## src/rtl/coh_pkg.sv

```systemverilog
// Package for the two-core snoop-based coherence controller.
// Holds the MSI line-state encoding, the controller state type, the
// core count and the latched-request record shared by the controller.
// Optional feature macro used by the controller: COH_SNP_STAT_EN.
package coh_pkg;

    localparam int NUM_CORE   = 2;
    localparam int COH_ADDR_W = 32;
    localparam int COH_DATA_W = 32;

    typedef enum logic [1:0] {
        INCOR = 2'b00,
        SHARE = 2'b01,
        MODIF = 2'b10
    } msi_type;

    typedef enum logic [2:0] {
        IDLE,
        INV,
        SNOOP,
        SNP_RESP,
        MEM_WR,
        MEM_RD,
        DONE
    } ctrl_state_type;

    // One pending L1 request; widths follow COH_ADDR_W / COH_DATA_W.
    typedef struct packed {
        logic                  is_we;
        logic [COH_ADDR_W-1:0] addr;
        logic [COH_DATA_W-1:0] wdata;
    } req_type;

endpackage

```

## src/rtl/coh_snoop_ctrl_rr_arb2.sv

```systemverilog
// rr_arb2: two-requester round-robin arbiter.
//   clk, rst  : clock, asynchronous active-high reset (pointer -> core 0)
//   req[1:0]  : request vector
//   advance   : a grant is being taken this cycle; pointer moves past it
//   gnt[1:0]  : one-hot grant (combinational from req and pointer)
module rr_arb2 (
    input  logic       clk,
    input  logic       rst,
    input  logic [1:0] req,
    input  logic       advance,
    output logic [1:0] gnt
);

    logic ptr_q;
    logic ptr_d;

    always_comb begin
        gnt = '0;
        if (req == 2'b11) begin
            gnt[ptr_q] = 1'b1;
        end else begin
            gnt = req;
        end
    end

    // After a grant the pointer favours the core that was not granted.
    always_comb begin
        ptr_d = ptr_q;
        if (advance && (|gnt)) begin
            ptr_d = ~gnt[1];
        end
    end

    always_ff @(posedge clk or posedge rst) begin
        if (rst) begin
            ptr_q <= 1'b0;
        end else begin
            ptr_q <= ptr_d;
        end
    end

endmodule

```

## src/rtl/coh_snoop_ctrl.sv

```systemverilog
// coh_snoop_ctrl: serialising MSI coherence controller between two L1
// caches and a shared backing memory. One transaction in flight.
//   clk, rst        : clock, asynchronous active-high reset
//   re_l1/we_l1     : per-core read-miss / write pulses
//   addr_l1/Wdata_l1: per-core request address, write data + MSI
//   Rdata_l1/ack_l1 : per-core returned data + MSI, completion pulse
//   re_snp/set_incor_snp/addr_snp : snoop-read / invalidate to other core
//   Rdata_snp/en_out_snp          : snoop data / hit from each core
//   re_mem/we_mem/addr_mem/Wdata_mem/Rdata_mem/ack_mem : memory port
//   snp_hit_cnt     : saturating snoop-hit count (only with COH_SNP_STAT_EN)
// All outputs are registered.
module coh_snoop_ctrl
    import coh_pkg::*;
#(
    parameter int ADDR_W = COH_ADDR_W,
    parameter int DATA_W = COH_DATA_W
) (
    input  logic                               clk,
    input  logic                               rst,
    input  logic [NUM_CORE-1:0]                re_l1,
    input  logic [NUM_CORE-1:0]                we_l1,
    input  logic [NUM_CORE-1:0][ADDR_W-1:0]    addr_l1,
    input  logic [NUM_CORE-1:0][DATA_W+1:0]    Wdata_l1,
    output logic [NUM_CORE-1:0][DATA_W+1:0]    Rdata_l1,
    output logic [NUM_CORE-1:0]                ack_l1,
    output logic [NUM_CORE-1:0]                re_snp,
    output logic [NUM_CORE-1:0]                set_incor_snp,
    output logic [ADDR_W-1:0]                  addr_snp,
    input  logic [NUM_CORE-1:0][DATA_W-1:0]    Rdata_snp,
    input  logic [NUM_CORE-1:0]                en_out_snp,
    output logic                               re_mem,
    output logic                               we_mem,
    output logic [ADDR_W-1:0]                  addr_mem,
    output logic [DATA_W-1:0]                  Wdata_mem,
    input  logic [DATA_W-1:0]                  Rdata_mem,
    input  logic                               ack_mem
`ifdef COH_SNP_STAT_EN
    ,
    output logic [15:0]                        snp_hit_cnt
`endif
);

    ctrl_state_type state_q, state_d;

    logic [NUM_CORE-1:0]             pend_q, pend_d;
    req_type [NUM_CORE-1:0]          req_q, req_d;
    req_type                         cur_q, cur_d;
    logic                            g_q, g_d;
    logic [DATA_W-1:0]               snp_data_q, snp_data_d;

    logic [NUM_CORE-1:0][DATA_W+1:0] rdata_l1_q, rdata_l1_d;
    logic [NUM_CORE-1:0]             ack_l1_q, ack_l1_d;
    logic [NUM_CORE-1:0]             re_snp_q, re_snp_d;
    logic [NUM_CORE-1:0]             set_incor_q, set_incor_d;
    logic [ADDR_W-1:0]               addr_snp_q, addr_snp_d;
    logic                            re_mem_q, re_mem_d;
    logic                            we_mem_q, we_mem_d;
    logic [ADDR_W-1:0]               addr_mem_q, addr_mem_d;
    logic [DATA_W-1:0]               wdata_mem_q, wdata_mem_d;
`ifdef COH_SNP_STAT_EN
    logic [15:0]                     hit_cnt_q, hit_cnt_d;
`endif

    logic [1:0] arb_gnt;
    logic       arb_adv;
    logic       gidx;
    logic       oth;

    // MSI bits of the write bus never reach memory.
    logic       msi_unused;
    assign msi_unused = ^{Wdata_l1[1][DATA_W+1:DATA_W], Wdata_l1[0][DATA_W+1:DATA_W]};

    assign gidx = arb_gnt[1];
    assign oth  = ~g_q;

    rr_arb2 u_arb (
        .clk     (clk),
        .rst     (rst),
        .req     (pend_q),
        .advance (arb_adv),
        .gnt     (arb_gnt)
    );

    always_comb begin
        state_d     = state_q;
        pend_d      = pend_q;
        req_d       = req_q;
        cur_d       = cur_q;
        g_d         = g_q;
        snp_data_d  = snp_data_q;
        rdata_l1_d  = rdata_l1_q;
        ack_l1_d    = '0;
        re_snp_d    = '0;
        set_incor_d = '0;
        addr_snp_d  = addr_snp_q;
        re_mem_d    = re_mem_q;
        we_mem_d    = we_mem_q;
        addr_mem_d  = addr_mem_q;
        wdata_mem_d = wdata_mem_q;
        arb_adv     = 1'b0;
`ifdef COH_SNP_STAT_EN
        hit_cnt_d   = hit_cnt_q;
`endif

        case (state_q)
            IDLE: begin
                if (|arb_gnt) begin
                    arb_adv      = 1'b1;
                    g_d          = gidx;
                    cur_d        = req_q[gidx];
                    pend_d[gidx] = 1'b0;
                    addr_snp_d   = req_q[gidx].addr;
                    if (req_q[gidx].is_we) begin
                        set_incor_d[~gidx] = 1'b1;
                        state_d            = INV;
                    end else begin
                        re_snp_d[~gidx] = 1'b1;
                        state_d         = SNOOP;
                    end
                end
            end
            INV: begin
                we_mem_d    = 1'b1;
                addr_mem_d  = cur_q.addr;
                wdata_mem_d = cur_q.wdata;
                state_d     = MEM_WR;
            end
            SNOOP: begin
                state_d = SNP_RESP;
            end
            SNP_RESP: begin
                addr_mem_d = cur_q.addr;
                if (en_out_snp[oth]) begin
                    // Hit: push the snooped line to memory before answering.
                    snp_data_d  = Rdata_snp[oth];
                    wdata_mem_d = Rdata_snp[oth];
                    we_mem_d    = 1'b1;
                    state_d     = MEM_WR;
`ifdef COH_SNP_STAT_EN
                    if (hit_cnt_q != 16'hFFFF) begin
                        hit_cnt_d = hit_cnt_q + 16'd1;
                    end
`endif
                end else begin
                    re_mem_d = 1'b1;
                    state_d  = MEM_RD;
                end
            end
            MEM_WR: begin
                if (ack_mem) begin
                    we_mem_d      = 1'b0;
                    ack_l1_d[g_q] = 1'b1;
                    if (!cur_q.is_we) begin
                        rdata_l1_d[g_q] = {SHARE, snp_data_q};
                    end
                    state_d = DONE;
                end
            end
            MEM_RD: begin
                if (ack_mem) begin
                    re_mem_d        = 1'b0;
                    ack_l1_d[g_q]   = 1'b1;
                    rdata_l1_d[g_q] = {SHARE, Rdata_mem};
                    state_d         = DONE;
                end
            end
            DONE: begin
                state_d = IDLE;
            end
            default: begin
                state_d = IDLE;
            end
        endcase

        // New pulses are latched after the grant clear so a pulse in the
        // grant cycle is never lost; write wins over a simultaneous read.
        for (int unsigned i = 0; i < NUM_CORE; i++) begin
            if (we_l1[i]) begin
                pend_d[i] = 1'b1;
                req_d[i]  = '{is_we: 1'b1, addr: addr_l1[i], wdata: Wdata_l1[i][DATA_W-1:0]};
            end else if (re_l1[i]) begin
                pend_d[i] = 1'b1;
                req_d[i]  = '{is_we: 1'b0, addr: addr_l1[i], wdata: '0};
            end
        end
    end

    always_ff @(posedge clk or posedge rst) begin
        if (rst) begin
            state_q     <= IDLE;
            pend_q      <= '0;
            req_q       <= '0;
            cur_q       <= '0;
            g_q         <= 1'b0;
            snp_data_q  <= '0;
            rdata_l1_q  <= '0;
            ack_l1_q    <= '0;
            re_snp_q    <= '0;
            set_incor_q <= '0;
            addr_snp_q  <= '0;
            re_mem_q    <= 1'b0;
            we_mem_q    <= 1'b0;
            addr_mem_q  <= '0;
            wdata_mem_q <= '0;
`ifdef COH_SNP_STAT_EN
            hit_cnt_q   <= '0;
`endif
        end else begin
            state_q     <= state_d;
            pend_q      <= pend_d;
            req_q       <= req_d;
            cur_q       <= cur_d;
            g_q         <= g_d;
            snp_data_q  <= snp_data_d;
            rdata_l1_q  <= rdata_l1_d;
            ack_l1_q    <= ack_l1_d;
            re_snp_q    <= re_snp_d;
            set_incor_q <= set_incor_d;
            addr_snp_q  <= addr_snp_d;
            re_mem_q    <= re_mem_d;
            we_mem_q    <= we_mem_d;
            addr_mem_q  <= addr_mem_d;
            wdata_mem_q <= wdata_mem_d;
`ifdef COH_SNP_STAT_EN
            hit_cnt_q   <= hit_cnt_d;
`endif
        end
    end

    assign Rdata_l1      = rdata_l1_q;
    assign ack_l1        = ack_l1_q;
    assign re_snp        = re_snp_q;
    assign set_incor_snp = set_incor_q;
    assign addr_snp      = addr_snp_q;
    assign re_mem        = re_mem_q;
    assign we_mem        = we_mem_q;
    assign addr_mem      = addr_mem_q;
    assign Wdata_mem     = wdata_mem_q;
`ifdef COH_SNP_STAT_EN
    assign snp_hit_cnt   = hit_cnt_q;
`endif

endmodule
```

## config.mk

```make
export PLATFORM = sky130hd
export DESIGN_NAME = coh_snoop_ctrl
export DESIGN_NICKNAME = d
export VERILOG_FILES = /design/src/rtl/coh_pkg.sv /design/src/rtl/coh_snoop_ctrl_rr_arb2.sv /design/src/rtl/coh_snoop_ctrl.sv
export SDC_FILE = /design/constraint.sdc
export NUM_CORES = 1
export LEC_CHECK = 0
export BUFFER_PORTS_ARGS = -buffer_cell sky130_fd_sc_hd__buf_2
export CAP_MARGIN = 30
export CORE_MARGIN = 8
export CORE_UTILIZATION = 48
export DETAILED_ROUTE_END_ITERATION = 16
export PLACE_DENSITY = 0.81
export SYNTH_ARGS = -nofsm -noshare
export SYNTH_HDL_FRONTEND = slang
export SYNTH_SLANG_ARGS = --single-unit
```

## constraint.sdc

```tcl
create_clock -name clk -period 13.5 [get_ports clk]
set_clock_uncertainty 0.1 [all_clocks]
set_input_delay 2.7 -clock clk [delete_from_list [all_inputs] [get_ports clk]]
set_output_delay 2.7 -clock clk [all_outputs]
set_load 0.01 [all_outputs]
```

# After elaboration in Yosys (flattened, before gate mapping)
# Cells that the tools add are included.
dict set report classes {
  n_mux 55
  eq_ne 13
  bitwise 4
  reduce_logical 28
  magnitude_cmp 9
}
# op count
set op_table {}
lappend op_table {{$mux 65} 6}
lappend op_table {{$mux 68} 3}
lappend op_table {{$bwmux 68} 2}
lappend op_table {{$pmux 68 s2} 1}
lappend op_table {{$mux 32} 3}
lappend op_table {{$pmux 32 s2} 1}
lappend op_table {{$demux 34 s1} 1}
lappend op_table {{$mux 34} 1}
lappend op_table {{$mux 2} 12}
lappend op_table {{$mux 1} 16}
lappend op_table {{$pmux 3 s5} 1}
lappend op_table {{$reduce_bool 3->1} 5}
lappend op_table {{$ne 2x2->1 const B} 6}
lappend op_table {{$reduce_and 2->1} 6}
lappend op_table {{$lt 1x2->1 const B} 5}
lappend op_table {{$reduce_bool 2->1} 5}
lappend op_table {{$eq 3x2->1 const B} 2}
lappend op_table {{$eq 3x3->1 const B} 2}
lappend op_table {{$mux 3} 2}
lappend op_table {{$reduce_and 3->1} 2}
lappend op_table {{$reduce_or 2->1} 3}
lappend op_table {{$logic_and 1x1->1} 5}
lappend op_table {{$demux 1 s1} 4}
lappend op_table {{$ge 1x1->1 const B} 4}
lappend op_table {{other kinds (10)} 11}
dict set report totals {
  in_bits 237
  reg_bits 374
}

# Longest topological paths before layout
# Gate-level depths: netlist of the first run.
dict set report logic_depth {
  ltp_word 15
  ltp_mapped 8
}

# Cells and area by module
# A second synthesis of the first run with hierarchy kept.
dict set report unflattened {
  hier_cells 1204
  area_unflattened_um2 16166.8
}
# module instances seq_area_each_um2 cells_each area_per_inst_um2
set modules_own_cells {}
lappend modules_own_cells {coh_snoop_ctrl 1 9334.0 1197 16107.9}
lappend modules_own_cells {rr_arb2 1 25.0 7 58.8}

# Worst setup path after synthesis of the first run
# OpenSTA, ideal clock, no wires.
dict set report synth_timing {
  path_kind {input port to flip-flop}
  from {input port we_l1[1]}
  to {register req_q[106] (netlist bit)}
  setup_ns 0.125
  path_buffers 1
  arrival_ns 3.553
  required_ns 13.275
  path_stages 3
  slack_ns 9.722
  path_cell_list {nor2_1 -> buf_2 -> mux2_2}
}
dict set report synth_via {
  elab_chain_cells 1
  word_cells_on_any_way 2
  classes_between {mux (1); reduce/logical (1)}
}
# item line
set synth_rtl {}
lappend synth_rtl {{start, declared} coh_snoop_ctrl.sv:21} ;# input logic [NUM_CORE-1:0] we_l1,
lappend synth_rtl {{$mux 65 / $reduce_bool 2->1 (equally long branches)} -}
lappend synth_rtl {{end signal, assigned} coh_snoop_ctrl.sv:211} ;# req_q <= req_d;
lappend synth_rtl {{end, declared} coh_snoop_ctrl.sv:46} ;# req_type [NUM_CORE-1:0] req_q, req_d;
# Several ways; a longest one is shown, not always the timed one.
# A chain may end at the register's enable or synchronous reset.

# Worst setup path in the final report of the first run
dict set report layout_timing {
  from {input port re_l1[1]}
  to {register req_q[110] (netlist bit)}
}
dict set report layout_via {
  elab_chain_cells 1
}
# item line
set layout_rtl {}
lappend layout_rtl {{start, declared} coh_snoop_ctrl.sv:20} ;# input logic [NUM_CORE-1:0] re_l1,
lappend layout_rtl {{$reduce_bool 2->1 (no line)} -}
# Every way passes these cells.

==> summary.md, run 1 <==
| Metric | Value |
|---|---|
| Maximum clock insertion buffer count | `3` |
| Clk pin slew, worst setup/hold paths | `roughly 0.060 ns` |
| Delay-heaviest family, CP | `simple AND/OR/NAND/NOR gates` |
| Worst Slack Setup Final | `9.55 ns` |
| Final hold vios | `0` |
| CTS tree | `done` |
| Largest area contributor in the netlist | `dfrtp_1` |
| Gpl congestion | `slightly below 0.9` |
| CTS H-Tree Depth | `2` |
| CP endpoint kind | `flip-flop` |
| Met2 usage | `0.365` |
| HPWL after detailed placement | `31.7 mm` |
| Final Cell Area | `19000 sq um` |
| FF+latch count, synth | `between 300 and 400` |
| WHS | `0.360 ns` |
| Total of max-cap violations | `0` |
| Die height | `196 um` |
| CTS Buf Count | `40` |
| Pre-CTS setup slack | `8.91 ns` |
| Initial Util | `0.483` |
| Drt drc | `0` |
| Fin. max-slew vios | `0` |
| Area of placed instances | `17600 sq um` |
| Post-synthesis sequential area ratio | `0.601` |
| Startpoint types | `input port` |
| Worst skew pair latency | `0.53 ns` |
| Die area | `38400 sq um` |
| Grt met1 use | `0.296` |
| Initial antenna violation count | `18` |
| Slowest stage cell, crit path | `nor2_4` |
| GRT met3 Usage | `0.0649` |
| Post-synth top area share | `0.601` |
| Maximum fanout along the worst path | `34` |
| Status | `completed` |
| Crit path buf inv count | `2` |
| Worst slew margin | `0.395` |
| Commonest non-fill, non-tap cell in the layout | `buf_2` |
| Global-route wire length before repair | `70.4 mm` |
| Worst-Margin Slew | `0.907 ns` |
| NumNets Final | `2008` |
| Unique cell type count in the Yosys netlist | `37` |
| Num ports | `409` |
| Global route hottest layer | `met2` |
| Total Wirelength | `46.0 mm` |
| Grt total ovfl | `0` |
| GRT Overall Usage | `0.231` |
| Area of the core | `32200 sq um` |
| Root Buffer | `clkbuf_16` |
| # Post-CTS Setup Buffers | `0` |
| Pleak | `around 10 nW` |
| Hold Crit Class | `flip-flop to flip-flop` |
| Layout Utilization | `0.590` |
| DRT iter0 DRCs | `approximately 1.1k` |
| Peak supply drop | `roughly 0.15 mV` |
| PD cells | `218 nW/um^2` |
| Post-Synthesis Net Count | `1675` |
| Die width | `196 um` |
| Post-CTS sizing | `0` |
| Row cnt | `66` |
| Setup TNS | `0 ns` |
| Vias/cell | `5.50` |
| Syn-to-layout area delta | `22.1%` |
| Inst Count DP | `2136` |
| FILL cells | `2601` |
| Largest cells by area after synthesis | `dfrtp_1 60%, nand2_1 5.6%, mux2_2 4.6%` |
| Stages on the worst setup path | `4` |
| Via count | `about 12k` |
| CP Class | `input port to flip-flop` |
| Crit-path max cell delay | `0.59 ns` |
| Synth Warn # | `0` |
| Fmax | `253 MHz` |
| Cell count of the worst reg-to-reg path | `5` |
| Post-route ant nets | `0` |
| Mapped cell area | `15600 sq um` |
| Period utilization | `0.293` |
| RSZ-0062 raised after global routing | `no` |
| Mapped Cells | `1438` |
| Drt first pass iters | `7` |
| Syn avg cell area | `10.8 sq um` |
| Overall power consumption | `4.14 mW` |
| Hold Path Stages | `1` |
| CTS Hold Bufs | `0` |
| Critical Path RT | `13.80 ns` |
| Setup-failing EPs final | `0` |
| Routed wire per std cell | `20.7 um` |
| Ratio of cells with drive above 1 in the final layout | `0.324` |
| Fin crit period | `3.95 ns` |
| Largest net degree at the start of global routing | `142` |
| Cell Count, Final, Fillers Out | `2221` |
| Port bufs | `~400` |
| Number of global-route vias before repair | `roughly 13k` |
| Most frequent cells in the layout | `404 x buf_2, 373 x dfrtp_1, 231 x nand2_1` |
| Clk sinks | `374` |
| Crit path DAT | `4.25 ns` |
| Critical-path cell list | `buf_2, nor2_4, buf_16, mux2_2` |
[report_power, final]
part	switching, mW	internal, mW
sequential	0.252	1.47
clock	0.451	0.670
combinational	0.786	0.515
total	1.49	2.65
[routing by layer]
metal  share of wire  up-vias
met5          0.0018        -
met2            0.47      524
met3           0.085      122
met4           0.040       14
li1                -     5529
met1            0.40     6031
[sequential cells by signal, indices dropped and copies added, names as in the netlist, 3 cells and up]
signal      count
req_q         130
Rdata_l1       68
cur_q          33
Wdata_mem      32
addr_mem       32
addr_snp       32
snp_data_q     32
state_q         3
[synthesized netlist by cell type, drive strengths merged]
cell       n
a21bo      1
a21o       6
a21oi    100
a222oi    64
a31oi      3
and2       4
and3       2
buf       95
clkbuf    39
dfrtp    374
inv       70
mux2      64
mux2i     65
nand2    232
nand2b    68
nand3      1
nand3b     3
nor2     103
nor2b      5
nor3       3
o21ai    130
o221ai     1
o2bb2ai    1
o31ai      1
or2        2
or3        1
[worst reg2reg max path: cells and delay by family, from the launching register on]
| family | cells | cell delay, ns |
|---|---|---|
| simple gates | 2 | 0.70 |
| buf+inv | 2 | 0.54 |
| compound gates | 1 | 0.43 |
| flops | 1 | 0.51 |
[final cells by class]
type / instances / area [sq um] / share of cell area
timing repair buffer: 425 / 2300 / 0.121
sequential: 374 / 9360 / 0.493
tap: 408 / 510 / 0.0269
multi-input combinational: 860 / 5190 / 0.273
clock inverter: 19 / 210 / 0.0111
inverter: 70 / 270 / 0.0142
antenna: 10 / 25.0 / 0.00132
clock buffer: 55 / 1140 / 0.0599
[final timing paths]
path                         startpoint            to  slack (ns)
min in group asynchronous           rst    req_q[112]        1.96
max in group asynchronous           rst  Rdata_l1[44]        9.64
max reg2reg                  state_q[0]     cur_q[12]       11.08
min reg2reg                Rdata_l1[66]  Rdata_l1[66]        0.36
min                        Rdata_l1[66]  Rdata_l1[66]        0.36
max                            re_l1[1]    req_q[110]        9.55
[logic make-up (layout without fill, tap and decap cells)]
kind of cell | count (synthesis) | count (layout) | synth area share
compound gates | 307 | 307 | 0.124
mux | 129 | 129 | 0.0884
simple gates | 424 | 424 | 0.119
other cells | 0 | 10 | 0
flops | 374 | 374 | 0.601
buf+inv | 204 | 569 | 0.0674
Note: power is estimated with default switching activity, not from simulation.
==> run 2, diff against run 1 <==
Clock period 13.5 ns to 3.3 ns, I/O delays scaled along.
==> summary.md, run 2 (synthesized netlist as in run 1, its figures left out) <==
| Metric | Value |
|---|---|
| Status | `completed` |
| WHS | `0.216 ns` |
| Most frequent cells in the layout | `404 x buf_2, 373 x dfrtp_1, 231 x nand2_1` |
| Initial antenna violation count | `12` |
| CP endpoint kind | `flip-flop` |
| PD cells | `893 nW/um^2` |
| Setup-failing EPs final | `0` |
| Largest register by flop count | `req_q` |
| Internal | `10.9 mW` |
| RSZ-0062 raised after global routing | `no` |
| Pleak | `approximately 9.8 nW` |
| Fin. max-slew vios | `0` |
| NumNets Final | `2012` |
| CTS Hold Bufs | `0` |
| Largest net degree at the start of global routing | `136` |
| Global-route wire length before repair | `69.1 mm` |
| Cell count of the worst reg-to-reg path | `4` |
| CP Class | `flip-flop to flip-flop` |
| Clk sinks | `374` |
| Worst slew margin | `0.405` |
| Fmax | `419 MHz` |
| Post-CTS sizing | `0` |
| DRT iter0 DRCs | `1076` |
| Net Switching | `6.03 mW` |
| Die area | `roughly 38000 sq um` |
| Syn-to-layout area delta | `22.0%` |
| GRT Overall Usage | `0.225` |
| Comb pwr share | `0.315` |
| Commonest non-fill, non-tap cell in the layout | `buf_2` |
| Worst skew pair latency | `0.52 ns` |
| Sequential Power Share | `0.415` |
| Number of global-route vias before repair | `12.5k` |
| Fin crit period | `2.39 ns` |
| Max FFs per register | `130` |
| Row cnt | `66` |
| Critical Path RT | `3.57 ns` |
| Die height | `between 150 and 200 um` |
| Initial Util | `0.483` |
| Die width | `196 um` |
| Peak supply drop | `0.506 mV` |
| CTS tree | `done` |
| Worst Slack Setup Final | `0.913 ns` |
| Inst Count DP | `2141` |
| Crit path DAT | `approximately 2.7 ns` |
| CTS Buf Count | `40` |
| Clock share of power | `0.270` |
| Final hold vios | `0` |
| # Post-CTS Setup Buffers | `0` |
| Num ports | `409` |
| Via count | `12.2k` |
| Clk pin slew, worst setup/hold paths | `around 0.06 ns` |
| Startpoint types | `flip-flop` |
| Post-route ant nets | `0` |
| Grt total ovfl | `0` |
| HPWL after detailed placement | `slightly above 30 mm` |
| Maximum clock insertion buffer count | `3` |
| Total Wirelength | `44.7 mm` |
| Port bufs | `404` |
| Cell Count, Final, Fillers Out | `around 2.2k` |
| Total of max-cap violations | `0` |
| Area of the core | `32200 sq um` |
| Ratio of cells with drive above 1 in the final layout | `0.324` |
| Routed wire per std cell | `20.1 um` |
| Vias/cell | `5.51` |
| Pre-CTS setup slack | `0.984 ns` |
| Hold Crit Class | `input port to asynchronous set/reset pin` |
| Maximum fanout along the worst path | `19` |
| Period utilization | `0.723` |
| Drt drc | `0` |
| Switching part of the total power | `0.356` |
| Drt first pass iters | `7` |
| CTS H-Tree Depth | `2` |
| Worst-Margin Slew | `around 0.89 ns` |
| Root Buffer | `clkbuf_16` |
| Gpl congestion | `a little under 0.9` |
==> run 2: cell types whose count changed in the layout (fill, tap and decap cells not counted), sizes merged <==
cell	change
buf	+4
diode	-4
clkbuf	+3
clkinv	-3
inv	-3
clkinvlp	+1
==> run 2: worst paths after layout <==
path	start	to	slack [ns]
worst min register to register	Rdata_l1[8]	Rdata_l1[8]	0.37
worst max-delay path	state_q[2]	Rdata_l1[18]	0.91
worst max register to register	state_q[2]	Rdata_l1[18]	0.91
worst min-delay path	rst	addr_snp[15]	0.22
max in group asynchronous	rst	snp_data_q[18]	2.18
min in group clk	Wdata_l1[48]	req_q[79]	0.24
==> run 2: power groups by stage <==
stage | Sequential, mW | Clock, mW | Combinational (mW)
final | 7.04 | 4.58 | 5.34
after global routing | 7.19 | 4.85 | 5.90
after CTS | 7.02 | 4.66 | 5.40
after detailed placement | 7.07 | 0 | 5.36
after global placement | 7.01 | 0 | 5.16
after floorplan | 7.06 | 0 | 3.46
==> run 2: per-stage QoR <==
step            util  area, sq um  TNS [ns]  total power, mW
4_1_cts        0.589        19000         0             17.1
3_3_place_gp   0.547        17600         0             12.2
2_1_floorplan      -        15600   -928.31             10.5
6_report       0.590        19000         0             17.0
5_1_grt        0.590        19000         0             17.9
3_5_place_dp   0.547        17600         0             12.4
==> run 2: cell type report <==
class | instances | area (sq um)
timing repair buffer | 429 | 2300
clock inverter | 14 | 181
antenna | 6 | 15.0
multi-input combinational | 860 | 5190
sequential | 374 | 9360
tap | 408 | 510
clock buffer | 58 | 1170
fill | 2622 | 13200
inverter | 70 | 267
==> run 2: worst max-delay path, stage by stage, from the launching register on <==
cell and delay [ns]:
dfrtp_1 0.58, nand3b_1 0.71, buf_12 0.43, mux2i_1 0.28, o21ai_1 0.13
==> run 2: metal layers <==
metal	vias to the layer above	GRT usage	part of all wire
met3	109	0.0620	0.088
met1	6007	0.289	0.40
met4	12	0.0831	0.033
met5	-	0	0.0016
li1	5522	-	-
met2	570	0.361	0.48
==> run 3, diff against run 2 <==
Settings changed: ABC_AREA set to 1, CORE_UTILIZATION 48 to 53, PLACE_DENSITY 0.81 to 0.84.
Clock period 3.3 ns to 2.4 ns, I/O delays scaled along.
==> summary.md, run 3 <==
| Metric | Value |
|---|---|
| Layout Utilization | `0.659` |
| GRT Overall Usage | `0.267` |
| Grt total ovfl | `0` |
| Maximum clock insertion buffer count | `3` |
| Row cnt | `63` |
| RR Endpoint | `Wdata_mem[22]` |
| Post-synthesis sequential area ratio | `0.585` |
| Drt drc | `0` |
| Period utilization | `0.796` |
| Worst r2r src | `g_q` |
| Commonest cells in the synthesized netlist | `1017 x nand2_1, 374 x dfrtp_1, 152 x o21ai_0, 111 x inv_1, 70 x nand3_1` |
| NumNets Final | `between 2k and 3k` |
| Largest net degree at the start of global routing | `91` |
| # Post-CTS Setup Buffers | `0` |
| Routed wire per std cell | `between 15 and 20 um` |
| Reg2Reg Setup Slack | `0.49 ns` |
| Count leader, synth | `nand2_1` |
| Synth Warn # | `0` |
| Root Buffer | `clkbuf_16` |
| Area of the core | `between 20000 and 30000 sq um` |
| Global-route wire length before repair | `between 70 and 80 mm` |
| Critical Path RT | `2.75 ns` |
| Seq. cell area | `9360 sq um` |
| CTS tree | `done` |
| Clk sinks | `374` |
| Inst Count DP | `roughly 2.6k` |
| Startpoint types | `flip-flop` |
| Die height | `between 150 and 200 um` |
| Fin. max-slew vios | `0` |
| CTS Buf Count | `39` |
| Largest area contributor in the netlist | `dfrtp_1` |
| Pleak | `11.0 nW` |
| DRT iter0 DRCs | `1090` |
| Post-synth EDFFs | `0` |
| Syn-to-layout area delta | `22.2%` |
| Post-Synthesis Net Count | `2179` |
| Hold Path Stages | `3` |
| Largest cells by area after synthesis | `dfrtp_1 59%, nand2_1 24%, o21ai_0 4.8%` |
| Asr flop ratio synth | `1.00` |
| Peak supply drop | `0.679 mV` |
| Fmax | `between 500 and 600 MHz` |
| Gpl congestion | `0.927` |
| Initial antenna violation count | `12` |
| FILL cells | `~2.4k` |
| Vias/cell | `about 5.3` |
| Area of the multi-input gates | `5490 sq um` |
| Number of global-route vias before repair | `roughly 14k` |
| WHS | `0.0536 ns` |
| Worst slew margin | `0.607` |
| Maximum fanout along the worst path | `33` |
| Max FFs per register | `130` |
| RSZ-0062 raised after global routing | `no` |
| Worst skew pair latency | `0.52 ns` |
| Via count | `14.2k` |
| Die width | `about 190 um` |
| Fin crit period | `1.91 ns` |
| Inserted Diodes | `0` |
| Hold Crit Class | `input port to flip-flop` |
| Drt first pass iters | `5` |
| Initial Util | `0.539` |
| Largest register by flop count | `req_q` |
| HPWL after detailed placement | `35.3 mm` |
| Cell count of the worst reg-to-reg path | `7` |
| Most frequent cells in the layout | `1016 x nand2_1, 404 x buf_2, 374 x dfrtp_1` |
| Cell Count, Final, Fillers Out | `about 2.7k` |
| Clk pin slew, worst setup/hold paths | `0.06 ns` |
| Total Wirelength | `48.9 mm` |
| Unique cell type count in the Yosys netlist | `28` |
| CTS H-Tree Depth | `2` |
| Total of max-cap violations | `0` |
| Hold endpoint | `req_q[47]` |
| CP endpoint kind | `flip-flop` |
| Crit path DAT | `2.26 ns` |
| Setup-failing EPs final | `0` |
| Setup TNS | `0 ns` |
| Num ports | `around 410` |
| Final hold vios | `0` |
| Worst-Margin Slew | `0.588 ns` |
| Syn avg cell area | `~8.2 sq um` |
| Hold Path Origin | `addr_l1[15]` |
| Final Cell Area | `19500 sq um` |
| Ratio of cells with drive above 1 in the final layout | `0.229` |
| Synth Flop Type | `dfrtp_1` |
| FF+latch count, synth | `374` |
| Commonest non-fill, non-tap cell in the layout | `nand2_1` |
| Mapped Cells | `1942` |
| Area of placed instances | `18300 sq um` |
| Mapped cell area | `16000 sq um` |
| Post-synth top area share | `0.585` |
| Port bufs | `404` |
| Die area | `~36000 sq um` |
| Status | `completed` |
| PD cells | `1200 nW/um^2` |
| CP Class | `flip-flop to flip-flop` |
| Post-route ant nets | `0` |
==> run 3: repair_timing <==
| item | in CTS | in global routing |
|---|---|---|
| endpoints found under the setup margin | 0 | 0 |
| resized for setup | 0 | 0 |
| endpoints found under the hold margin | 4 | 0 |
| hold buffers | 1 | 0 |
==> run 3: how the worst max path moves through the flow <==
stage | start | to | slack (ns) | depth (start not counted)
floorplan | rst | Rdata_l1[0] | -3.20 | 1
global route | g_q | Wdata_mem[22] | 0.28 | 7
CTS | state_q[2] | Wdata_mem[22] | 0.46 | 7
detailed placement | state_q[2] | Wdata_mem[22] | 0.47 | 7
finish | g_q | Wdata_mem[22] | 0.49 | 7
global placement | state_q[2] | Wdata_mem[22] | 0.57 | 7
==> run 3: logic make-up (layout without fill, tap and decap cells) <==
| group | count (synthesis) | count (layout) | synth area share |
|---|---|---|---|
| flip-flops | 374 | 374 | 0.585 |
| AND/OR/NAND/NOR | 1110 | 1110 | 0.270 |
| buffers and inverters | 257 | 635 | 0.0727 |
| AO/OA/AOI/OAI | 201 | 201 | 0.0719 |
==> run 3: worst max-delay path, cell delays in order, from the launching register on <==
cell     delay, ns
dfrtp_1       0.42
buf_4         0.26
nand2_1       0.11
nand2_2       0.19
a21oi_4       0.08
inv_2         0.45
nand2_1       0.12
nand2_1       0.10
==> run 3: final cells by class <==
| cell class | count | share of cell area |
|---|---|---|
| flip-flops and latches | 374 | 0.479 |
| multi-input cells | 1311 | 0.281 |
| repair buffers | 445 | 0.127 |
| clock buffers | 55 | 0.0583 |
| well taps | 390 | 0.0250 |
| inverters | 122 | 0.0238 |
| clock inverters | 13 | 0.00634 |
==> run 3: report_power, final <==
group | switching [mW] | internal (mW)
Sequential | 1.12 | 8.19
Clock | 2.41 | 3.52
Combinational | 5.39 | 2.73
Total | 8.92 | 14.4
==> run 3: through the flow <==
| step | power [mW] | worst slack, ns |
|---|---|---|
| floorplan | 14.4 | -3.20 |
| global placement | 17.1 | 0.565 |
| detailed placement | 17.5 | 0.474 |
| CTS | 23.5 | 0.463 |
| global route | 24.9 | 0.276 |
| finish | 23.4 | 0.490 |
==> run 3: metal layers <==
layer,GRT usage,vias up,part of all wire
met3,0.0687,157,0.092
met1,0.341,6726,0.40
met4,0.125,24,0.049
met5,0,-,0.0032
met2,0.425,674,0.46
li1,-,6655,-
